### config.mk
export PLATFORM = sky130hd
export DESIGN_NAME = db_hit_detector
export DESIGN_NICKNAME = d
export VERILOG_FILES = /design/src/rtl/db_hit_detector.sv
export SDC_FILE = /design/constraint.sdc
export NUM_CORES = 1
export LEC_CHECK = 0
export ABC_CLOCK_PERIOD_IN_PS = 3200
export BUFFER_PORTS_ARGS = -buffer_cell sky130_fd_sc_hd__buf_2
export CAP_MARGIN = 40
export CELL_PAD_IN_SITES_DETAIL_PLACEMENT = 2
export CELL_PAD_IN_SITES_GLOBAL_PLACEMENT = 2
export CORE_MARGIN = 4
export CORE_UTILIZATION = 32
export DETAILED_ROUTE_END_ITERATION = 8
export PLACE_DENSITY_LB_ADDON = 0.15
export RECOVER_POWER = 100
export SYNTH_ARGS = -nofsm -noshare
export SYNTH_HDL_FRONTEND = slang
export SYNTH_SLANG_ARGS = --single-unit
### constraint.sdc
create_clock -name clock -period 3.2 [get_ports clock]
set_input_delay 0 -clock clock [delete_from_list [all_inputs] [get_ports clock]]
set_output_delay 0 -clock clock [all_outputs]
set_load 0.02 [all_outputs]
### src/rtl/db_hit_detector.sv
// Drum hit detector fed by strobed dB attenuation samples (0 = full scale).
// Trigger on threshold crossing, track loudest sample over the attack window, then hold off and re-arm with hysteresis.
module db_hit_detector #(
  parameter int ATTACK_SAMPLES  = 4,
  parameter int HOLDOFF_SAMPLES = 64,
  parameter int HYST_DB         = 6,
  parameter int CNT_W           = 8
) (
  input  logic       clock,
  input  logic       reset,
  input  logic       db_valid,
  input  logic [8:0] db_in,
  input  logic [8:0] thresh_db,
  output logic       hit,
  output logic [8:0] hit_peak_db,
  output logic [3:0] hit_velocity,
  output logic       armed
);

  typedef enum logic [1:0] {QUIET, ATTACK, HOLDOFF, REARM} state_e;

  state_e           state_q, state_d;
  logic [CNT_W-1:0] cnt_q, cnt_d;
  logic [8:0]       peak_q, peak_d;
  logic [8:0]       thr_q, thr_d;
  logic             hit_q, hit_d;
  logic [8:0]       hit_peak_q, hit_peak_d;
  logic [3:0]       hit_vel_q, hit_vel_d;
  logic             armed_q, armed_d;

  logic [8:0]       d;
  logic [CNT_W-1:0] cnt_inc;
  logic             issue;
  logic [8:0]       issue_peak;
  logic [8:0]       issue_thr;
  logic [8:0]       vel_diff;

  // Negative converter output means louder than full scale; treat as 0 dB.
  assign d       = db_in[8] ? 9'd0 : db_in;
  assign cnt_inc = cnt_q + 1'b1;

  always_ff @(posedge clock) begin
    if (reset) begin
      state_q    <= QUIET;
      cnt_q      <= '0;
      peak_q     <= '0;
      thr_q      <= '0;
      hit_q      <= 1'b0;
      hit_peak_q <= '0;
      hit_vel_q  <= '0;
      armed_q    <= 1'b1;
    end else begin
      state_q    <= state_d;
      cnt_q      <= cnt_d;
      peak_q     <= peak_d;
      thr_q      <= thr_d;
      hit_q      <= hit_d;
      hit_peak_q <= hit_peak_d;
      hit_vel_q  <= hit_vel_d;
      armed_q    <= armed_d;
    end
  end

  always_comb begin
    state_d    = state_q;
    cnt_d      = cnt_q;
    peak_d     = peak_q;
    thr_d      = thr_q;
    issue      = 1'b0;
    issue_peak = peak_q;
    issue_thr  = thr_q;
    if (db_valid) begin
      case (state_q)
        QUIET: begin
          if (d < thresh_db) begin
            thr_d  = thresh_db;
            peak_d = d;
            if (ATTACK_SAMPLES == 1) begin
              issue      = 1'b1;
              issue_peak = d;
              issue_thr  = thresh_db;
              cnt_d      = '0;
              state_d    = HOLDOFF;
            end else begin
              cnt_d   = CNT_W'(1);
              state_d = ATTACK;
            end
          end
        end
        ATTACK: begin
          peak_d     = (d < peak_q) ? d : peak_q;
          issue_peak = peak_d;
          if (cnt_inc == CNT_W'(ATTACK_SAMPLES)) begin
            issue   = 1'b1;
            cnt_d   = '0;
            state_d = HOLDOFF;
          end else begin
            cnt_d = cnt_inc;
          end
        end
        HOLDOFF: begin
          if (cnt_inc == CNT_W'(HOLDOFF_SAMPLES)) begin
            cnt_d   = '0;
            state_d = REARM;
          end else begin
            cnt_d = cnt_inc;
          end
        end
        REARM: begin
          // Widened compare so a threshold near the top cannot wrap into an early re-arm.
          if ({1'b0, d} >= ({1'b0, thr_q} + 10'(HYST_DB))) state_d = QUIET;
        end
        default: state_d = QUIET;
      endcase
    end
  end

  assign vel_diff = issue_thr - issue_peak;

  always_comb begin
    hit_d      = issue;
    hit_peak_d = hit_peak_q;
    hit_vel_d  = hit_vel_q;
    if (issue) begin
      hit_peak_d = issue_peak;
      hit_vel_d  = (vel_diff > 9'd15) ? 4'hF : vel_diff[3:0];
    end
    armed_d = (state_d == QUIET);
  end

  assign hit          = hit_q;
  assign hit_peak_db  = hit_peak_q;
  assign hit_velocity = hit_vel_q;
  assign armed        = armed_q;

endmodule

==> out/qor.txt, run 1 <==
post-route ant nets: 0
Routability Congestion: 0.802
Final Power: 1.71 mW
Critical Path Fanout Max: 4
wire per inst: 21.7 um
CORE AREA: 0.00968 mm^2
die height: 107 um
Pins Over Slew Limit: 0
Seq cells post-synth: 43
maximum number of pins on one net before global-route repair: 30
Crit-path slowest cell: or3_4
CP endpoint kind: flop
Final Hold Fails: 0
Total GRT Usage: 20.1%
ys flop type: dfxtp_1
Startpoint Class: flop
Worst Path Buf+Inv: 5
clock-pin slew on the worst setup and hold paths: 0.09 ns
YS warnings: 0
syn_nets: 422
DRT iter0 DRCs: 87
Synth top area share: 27.2%
via count: 3237
# diodes: 0
row cnt: 36
die width: 107 um
IO Port Bufs: 35
slowest cell delay on critical path: 0.41 ns
post-route cell area: 0.00445 mm^2
peak supply drop: 0.148 mV
final worst slack: -0.690 ns
worst skew pair latency: 0.31 ns
Num CTS Buffers: 5
Final period util: 122%
Setup CP Type: reg -> reg
die area: 0.0115 mm^2
TritonRoute pass-1 iters: 4
Seq/Total Area, Yosys: 27.2%
Rel. slew slack: 14.5%
first-pass GRT wire length: 18.1 mm
RSZ-0062 raised after global routing: true
CP Cell Sequence: inv_2 -> ha_4 -> nand4_1 -> buf_4 -> o2111ai_4 -> a21oi_4 -> buf_6 -> buf_8 -> mux2i_4 -> ha_4 -> or3_4 -> o211a_1 -> or3_4 -> a2111oi_4 -> buf_4 -> a211oi_2
critical path arrival: 4.10 ns
cell area after placement: 0.00395 mm^2
Root Driver: clkbuf_8
Area Overhead vs Synth: 40.8%
area leader, netlist: dfxtp_1
number of synthesized flops with an enable pin: 0
CTS tree: yes
Max Freq: 257 MHz
Worst-Margin Slew: 1.28 ns
family with the most delay on the worst path: simple AND/OR/NAND/NOR gates
Hold Path Class: in -> reg
ranking of synthesized cells by area: dfxtp_1, ha_1, mux2i_1, nand2b_1, nor2_1
Max Cap Viol: 0
required time worst endpoint: 3.41 ns
io pins: 36
Via density: 5.28
post-DP HPWL: 8.53 mm
failing checks: negative setup slack
clk sinks: 43
share of layout cells above drive strength 1: 31.7%
Yosys cell types: 57
cells after synthesis: 369
Synth Cell Area: 0.00316 mm^2
Final nets: 532
final setup fails: 4
Mapped Avg Cell Area: 8.57 um^2
min Tclk post-route: 3.89 ns
Final Skew: 0.00609 ns
# fillers: 1090
routed wire length: 13.3 mm
Lkg Pwr: 1.77 nW
Sum Neg Setup Slack: -2.75 ns
Longest Clk Path Bufs: 2
Power Density: 383 mW/mm^2
starting density of the core: 32.6%
total grt overflow: 0
Post-synth ARST share: 0%
number of antenna violations at the first check in global routing: 0
status: finished, violations left
H-tree depth: 2
final routed DRC violation total: 0
vias in the first global route: 3517
[layout by cell type (no fill, tap or decap), types with 6 or more instances in the layout]
cell and instances:
a211oi_1 12, a21oi_1 14, buf_2 19, buf_4 68
clkbuf_1 16, clkbuf_8 6, dfxtp_1 39, dlygate4sd3_1 9
ha_1 23, ha_4 6, inv_1 21, mux2i_1 14
nand2_1 12, nand2b_1 24, nand3_1 6, nor2_1 40
nor2b_1 8, nor3_1 8, o21ai_0 16, xnor2_1 6
xor2_1 6
[worst register-to-register path, delay by kind of cell (launching register included)]
family                   cells  cell delay (ns)
AO/OA/AOI/OAI                5             0.98
adder cells (fa/ha/maj)      2             0.47
buffers and inverters        5             0.76
flip-flops                   1             0.35
multiplexers                 1             0.21
AND/OR/NAND/NOR              3             1.02
[cells in the mapped netlist, drive strengths merged, types with 5 or more instances]
cell type	count
nor3	8
nand2b	26
xnor2	6
or4	5
nor2	40
mux2i	21
nand2	12
inv	26
dfxtp	43
nand3	6
a211oi	16
xor2	6
nor2b	8
o21ai	19
a21oi	17
o211ai	5
or3	5
ha	31
clkbuf	9
[cell families (layout without fill, tap and decap cells)]
logic type | after synthesis | after routing | synth area share, %
XOR/XNOR | 12 | 12 | 3.33
multiplexers | 24 | 24 | 7.72
AO/OA/AOI/OAI | 88 | 88 | 21.2
adder cells (fa/ha/maj) | 33 | 33 | 13.3
buffers and inverters | 39 | 150 | 4.79
AND/OR/NAND/NOR | 130 | 130 | 22.5
flip-flops | 43 | 43 | 27.2
[power by group]
part / total (mW) / leakage [nW] / internal, mW / switching [mW]
clock network: 0.471 / 0.0612 / 0.253 / 0.217
registers: 0.579 / 0.351 / 0.555 / 0.0243
logic: 0.656 / 1.36 / 0.312 / 0.345
[area by class of cell]
class	count	area [um^2]	share of cell area, %
Timing Repair Buffer	116	821	18.4
Clock inverter	2	35.0	0.787
Clock buffer	6	82.6	1.86
Tap cell	133	166	3.74
Sequential cell	43	866	19.5
Multi-Input combinational cell	287	2380	53.5
Inverter	26	97.6	2.19
[per-stage QoR]
step | setup slack, ns | instances | hold slack, ns | utilization [%]
final | -0.690 | 613 | 0.167 | 46.0
after global routing | -0.826 | 613 | 0.201 | 46.0
after CTS | -0.503 | 601 | 0.00899 | 44.2
after detailed placement | -0.573 | 581 | 0.274 | 40.8
after global placement | -0.485 | 579 | 0.246 | 40.4
after floorplan | -0.233 | 369 | 0.144 | -
[path summary, 6_finish.rpt]
path                  start               to  depth (start not counted)  slack [ns]
min reg2reg  hit_peak_db[8]   hit_peak_db[8]                          1        0.48
max reg2reg       peak_q[6]  hit_velocity[3]                         16       -0.69
min                   reset     issue_thr[7]                          2        0.17
max               peak_q[6]  hit_velocity[3]                         16       -0.69
[timing repair]
item | CTS | global route
hold buffers | 8 | 1
resized for setup | 21 | 23
pin swaps | 16 | 14
setup buffers | 4 | 11
endpoints found under the hold margin | 8 | 1
setup endpoints to repair | 4 | 4
[registers in the layout (all words and copies together), names as in the netlist]
signal	count
hit	1
armed	1
cnt_q	8
peak_q	9
hit_velocity	4
hit_peak_db	9
issue_thr	9
state_q	2
[metal layers]
layer	track usage (%)	share of wire (%)
met2	39.6	54
met4	4.42	4.1
met5	0	0
met3	3.30	2.9
met1	22.3	39
(Power assumes the default switching activity.)
==> run 2, diff against run 1 <==
- CORE_UTILIZATION: 32 -> 33
- CTS_BUF_LIST: not set -> sky130_fd_sc_hd__clkbuf_2
==> run 2 against run 1 <==
The run still ends with negative setup slack left. Largest power group unchanged. Maximum frequency up 1.7%. Largest cell class unchanged. Critical path type unchanged. Setup slack better by 0.063 ns. Highest routed layer unchanged. Routed wire length up 3.5%.
==> out/qor.txt, run 2 (synthesis results as in run 1) <==
status: finished, violations left
failing checks: negative setup slack
row cnt: 35
number of antenna violations at the first check in global routing: 0
Final Skew: 0.0409 ns
Power Density: 358 mW/mm^2
Critical Path Fanout Max: 4
IO Port Bufs: 35
RSZ-0062 raised after global routing: true
TritonRoute pass-1 iters: 4
Total GRT Usage: 23.9%
final routed DRC violation total: 0
H-tree depth: 2
most common cell after layout, fill and taps aside: buf_4
Lkg Pwr: 1.73 nW
Logic pwr share: 41.6%
die width: 106 um
share of layout cells above drive strength 1: 30.5%
sw frac: 36.2%
number of cells on the worst reg-to-reg path: 16
vias in the first global route: 3794
Final Hold Fails: 0
wire per inst: 22.7 um
peak supply drop: 0.148 mV
via count: 3288
die area: 0.0112 mm^2
total grt overflow: 0
slowest cell delay on critical path: 0.41 ns
final worst slack: -0.627 ns
commonest non-fill, non-tap cells in the layout: buf_4, dfxtp_1, nor2_1
Setup CP Type: reg -> reg
Longest Clk Path Bufs: 2
CP Cell Sequence: inv_2 -> ha_4 -> nand4_1 -> nor3b_2 -> buf_4 -> a21oi_4 -> buf_6 -> buf_8 -> mux2i_4 -> ha_2 -> or3_4 -> o211a_1 -> or3_4 -> a2111oi_4 -> buf_4 -> a211oi_2
Sequential Power Share: 37.3%
worst skew pair latency: 0.45 ns
Area Overhead vs Synth: 38.0%
P_sw: 0.565 mW
final setup fails: 4
post-route ant nets: 0
design internal power: 0.996 mW
io pins: 36
Worst-Margin Slew: 1.32 ns
Num CTS Buffers: 5
Final nets: 531
required time worst endpoint: 3.56 ns
Hold Path Class: in -> reg
routed wire length: 13.8 mm
Final period util: 120%
Via density: 5.42
first-pass GRT wire length: 20.9 mm
# fillers: 1057
CP endpoint kind: flop
Rel. slew slack: 11.6%
critical path arrival: 4.19 ns
pre-CTS WS: -0.593 ns
Crit-path slowest cell: dfxtp_2
Max Cap Viol: 0
post-DP HPWL: 9.16 mm
Clk pwr share: 21.1%
Startpoint Class: flop
hold depth: 3
Root Driver: clkbuf_2
# diodes: 0
Pins Over Slew Limit: 0
Max Freq: 261 MHz
starting density of the core: 34.0%
CORE AREA: 0.00928 mm^2
Routability Congestion: 0.805
clk sinks: 43
die height: 106 um
maximum number of pins on one net before global-route repair: 49
CTS tree: yes
clock-pin slew on the worst setup and hold paths: 0.27 ns
Final Power: 1.56 mW
min Tclk post-route: 3.83 ns
DRT iter0 DRCs: 94
-- run 2: cell count changes in the layout (fill, tap and decap cells not counted), moves of 2 or more --
cell / change
nor2_1: -3
clkbuf_1: +2
inv_1: +2
nor2_2: +2
clkbuf_8: -6
buf_4: -5
dlygate4sd3_1: +2
inv_2: -2
clkbuf_2: +6
-- run 2: through the flow --
stage / hold WS, ns / setup TNS [ns] / utilization, % / cell area, um^2 / cells
detailed placement: 0.265 / -2.30 / 42.4 / 3940 / 577
finish: 0.107 / -2.49 / 47.0 / 4360 / 607
global route: 0.0808 / -3.29 / 47.0 / 4360 / 607
floorplan: 0.144 / -0.930 / - / 3220 / 369
CTS: 0.0476 / -1.84 / 46.4 / 4310 / 603
global placement: 0.251 / -1.84 / 42.2 / 3920 / 576
-- run 2: metal layers --
layer,track usage (%),vias to the layer above,routed length [um]
met3,3.25,30,299
met4,9.25,0,460
met5,0,-,0
met2,46.1,56,7440
li1,-,1547,-
met1,26.0,1655,5570
-- run 2: path summary, 6_finish.rpt --
path / start / end / slack (ns)
worst max register to register: peak_q[6] / hit_velocity[2] / -0.63
worst min-delay path: db_valid / hit / 0.11
worst min register to register: issue_thr[8] / issue_thr[8] / 0.52
worst max-delay path: peak_q[6] / hit_velocity[2] / -0.63
-- run 2: worst max-delay path, delay by kind of cell (launching register included) --
family / cells / cell delay (ns)
and+or+nand+nor: 4 / 1.25
AOI/OAI and AO/OA: 4 / 0.75
buffers and inverters: 5 / 0.66
adders and majority gates: 2 / 0.46
DFF: 1 / 0.41
muxes: 1 / 0.19
-- run 2: layout make-up --
type	count	area (um^2)	share of cell area (%)
Clock buffer	6	30.0	0.689
Clock inverter	1	30.0	0.689
Inverter	26	97.6	2.24
Multi-Input combinational cell	287	2370	54.4
Sequential cell	43	867	19.9
Tap cell	129	161	3.70
Timing Repair Buffer	115	803	18.4
-- run 2: power groups by stage --
stage	clock, mW	sequential, mW	combinational [mW]
2_1_floorplan	0	0.583	0.307
3_3_place_gp	0	0.586	0.491
3_5_place_dp	0	0.588	0.527
4_1_cts	0.342	0.580	0.593
5_1_grt	0.358	0.585	0.697
6_report	0.329	0.582	0.649
-- run 2: what timing repair did --
| item | in CTS | in global routing |
|---|---|---|
| hold endpoints to repair | 14 | 0 |
| setup endpoints to repair | 4 | 4 |
| gates resized for setup | 32 | 11 |
| pin swaps | 24 | 10 |
| buffers inserted | 8 | 4 |
| hold buffers | 11 | 0 |
==> run 3, diff against run 2 <==
- CORE_MARGIN: 4 -> 3
==> run 3 against run 2 <==
Via count grew 0.91%. Critical path depth increased by 2. Non-clock buffer count up 4. Hold slack got worse by 0.10 ns. Maximum frequency is 1.6% higher. Register-to-register slack better by 0.06 ns. Routed wire length grew 0.97%. The flow still finishes with violations (negative setup slack). Sequential cell count stayed put. Die area decreased by 3.7%. Clock-buffer cell count unchanged.
==> out/qor.txt, run 3 (synthesis results as in run 1) <==
status: finished, violations left
failing checks: negative setup slack
clk sinks: 43
FF-to-FF End: hit_velocity[1]
cell area after placement: 0.00397 mm^2
Pins Over Slew Limit: 0
Total GRT Usage: 24.7%
Final Skew: 0.0237 ns
die area: 0.0108 mm^2
via count: 3318
TritonRoute pass-1 iters: 4
most common cell after layout, fill and taps aside: buf_4
row cnt: 35
post-route ant nets: 0
critical path arrival: 4.15 ns
Post-Place Cells: 580
Finished Layout Cells: 612
Startpoint Class: flop
routed wire length: 13.9 mm
CORE AREA: 0.00928 mm^2
final routed DRC violation total: 0
Final nets: 535
maximum number of pins on one net before global-route repair: 39
CP endpoint kind: flop
Max Cap Viol: 0
wire per inst: 22.7 um
IO Port Bufs: 35
clock-pin slew on the worst setup and hold paths: 0.26 ns
peak supply drop: 0.142 mV
number of cells on the worst reg-to-reg path: 18
min Tclk post-route: 3.77 ns
hold depth: 3
post-DP HPWL: 8.87 mm
total grt overflow: 0
CTS tree: yes
Area Overhead vs Synth: 38.7%
RSZ-0062 raised after global routing: true
Final Hold Fails: 0
Rel. slew slack: 10.6%
share of layout cells above drive strength 1: 30.2%
Longest Clk Path Bufs: 2
Setup CP Type: reg -> reg
die width: 104 um
required time worst endpoint: 3.59 ns
Hold Path Class: in -> reg
post-route cell area: 0.00438 mm^2
hold_sp: db_valid
die height: 104 um
worst hold path endpoint: hit
Final period util: 118%
Finished Core Util: 47.2%
io pins: 36
Routability Congestion: 0.853
Root Driver: clkbuf_2
worst skew pair latency: 0.46 ns
final setup fails: 4
Final Power: 1.50 mW
starting density of the core: 34.0%
Max Freq: 265 MHz
vias in the first global route: 3735
DRT iter0 DRCs: 95
final worst slack: -0.567 ns
# diodes: 0
Power Density: 342 mW/mm^2
commonest non-fill, non-tap cells in the layout: buf_4, nor2_1, dfxtp_1
Critical Path Fanout Max: 8
Worst-Margin Slew: 1.34 ns
Reg-to-Reg Start: peak_q[5]
Num CTS Buffers: 5
number of antenna violations at the first check in global routing: 0
Reg2Reg Setup Slack: -0.57 ns
first-pass GRT wire length: 21.3 mm
Lkg Pwr: 1.74 nW
Via density: 5.42
H-tree depth: 2
## run 3: worst max-delay path, stage by stage (launching register included)
cell       delay (ns)
dfxtp_2          0.39
inv_1            0.06
ha_1             0.23
a21oi_2          0.19
a2bb2oi_2        0.20
o2111ai_2        0.18
a21oi_4          0.18
buf_12           0.18
mux2i_4          0.25
ha_2             0.22
fa_2             0.20
nand2b_4         0.14
buf_4            0.12
nand2b_1         0.07
a211oi_1         0.31
o211ai_1         0.17
a2111oi_4        0.35
buf_4            0.20
a211oi_2         0.06
## run 3: routing by layer
metal | vias to the layer above | GRT usage (%) | wire length, um | part of all wire (%)
met5 | - | 0 | 0 | 0
met4 | 0 | 6.74 | 522 | 3.8
met3 | 40 | 2.86 | 312 | 2.2
met2 | 67 | 47.5 | 7390 | 53
met1 | 1656 | 28.6 | 5680 | 41
li1 | 1555 | - | - | -
## run 3: power by group
part	switching (mW)	internal [mW]	leakage, nW	total, mW
logic	0.340	0.309	1.36	0.649
registers	0.0260	0.557	0.352	0.583
clock network	0.211	0.0555	0.0290	0.267
## run 3: final cells by class
type	instances	area, um^2
Inverter	26	97.6
Tap cell	129	161
Clock inverter	2	12.5
Fill cell	1063	4900
Multi-Input combinational cell	287	2370
Sequential cell	43	867
Clock buffer	6	30.0
Timing Repair Buffer	119	842
## run 3: per-stage QoR
stage                     hold WS, ns  worst slack, ns  setup TNS, ns
after global routing           0.0142           -0.670          -3.29
after floorplan                 0.144           -0.233         -0.930
after global placement          0.250           -0.360          -1.43
after detailed placement        0.268           -0.521          -2.06
final                         0.00222           -0.567          -2.25
after CTS                      0.0642           -0.383          -1.48
## run 3: repair_timing
action | in CTS | in global routing
gates resized for setup | 26 | 16
endpoints found under the setup margin | 4 | 4
hold buffers | 17 | 0
pin swaps | 6 | 8
endpoints found under the hold margin | 11 | 0
setup buffers | 5 | 2
## run 3: worst max path at each step
| stage | from | depth (start not counted) | to |
|---|---|---|---|
| after floorplan | peak_q[1] | 15 | hit_velocity[2] |
| after global placement | db_in[8] | 16 | hit_velocity[0] |
| after detailed placement | peak_q[4] | 14 | hit_velocity[3] |
| after CTS | peak_q[6] | 16 | hit_velocity[3] |
| after global routing | peak_q[6] | 16 | hit_velocity[2] |
| final | peak_q[5] | 18 | hit_velocity[1] |
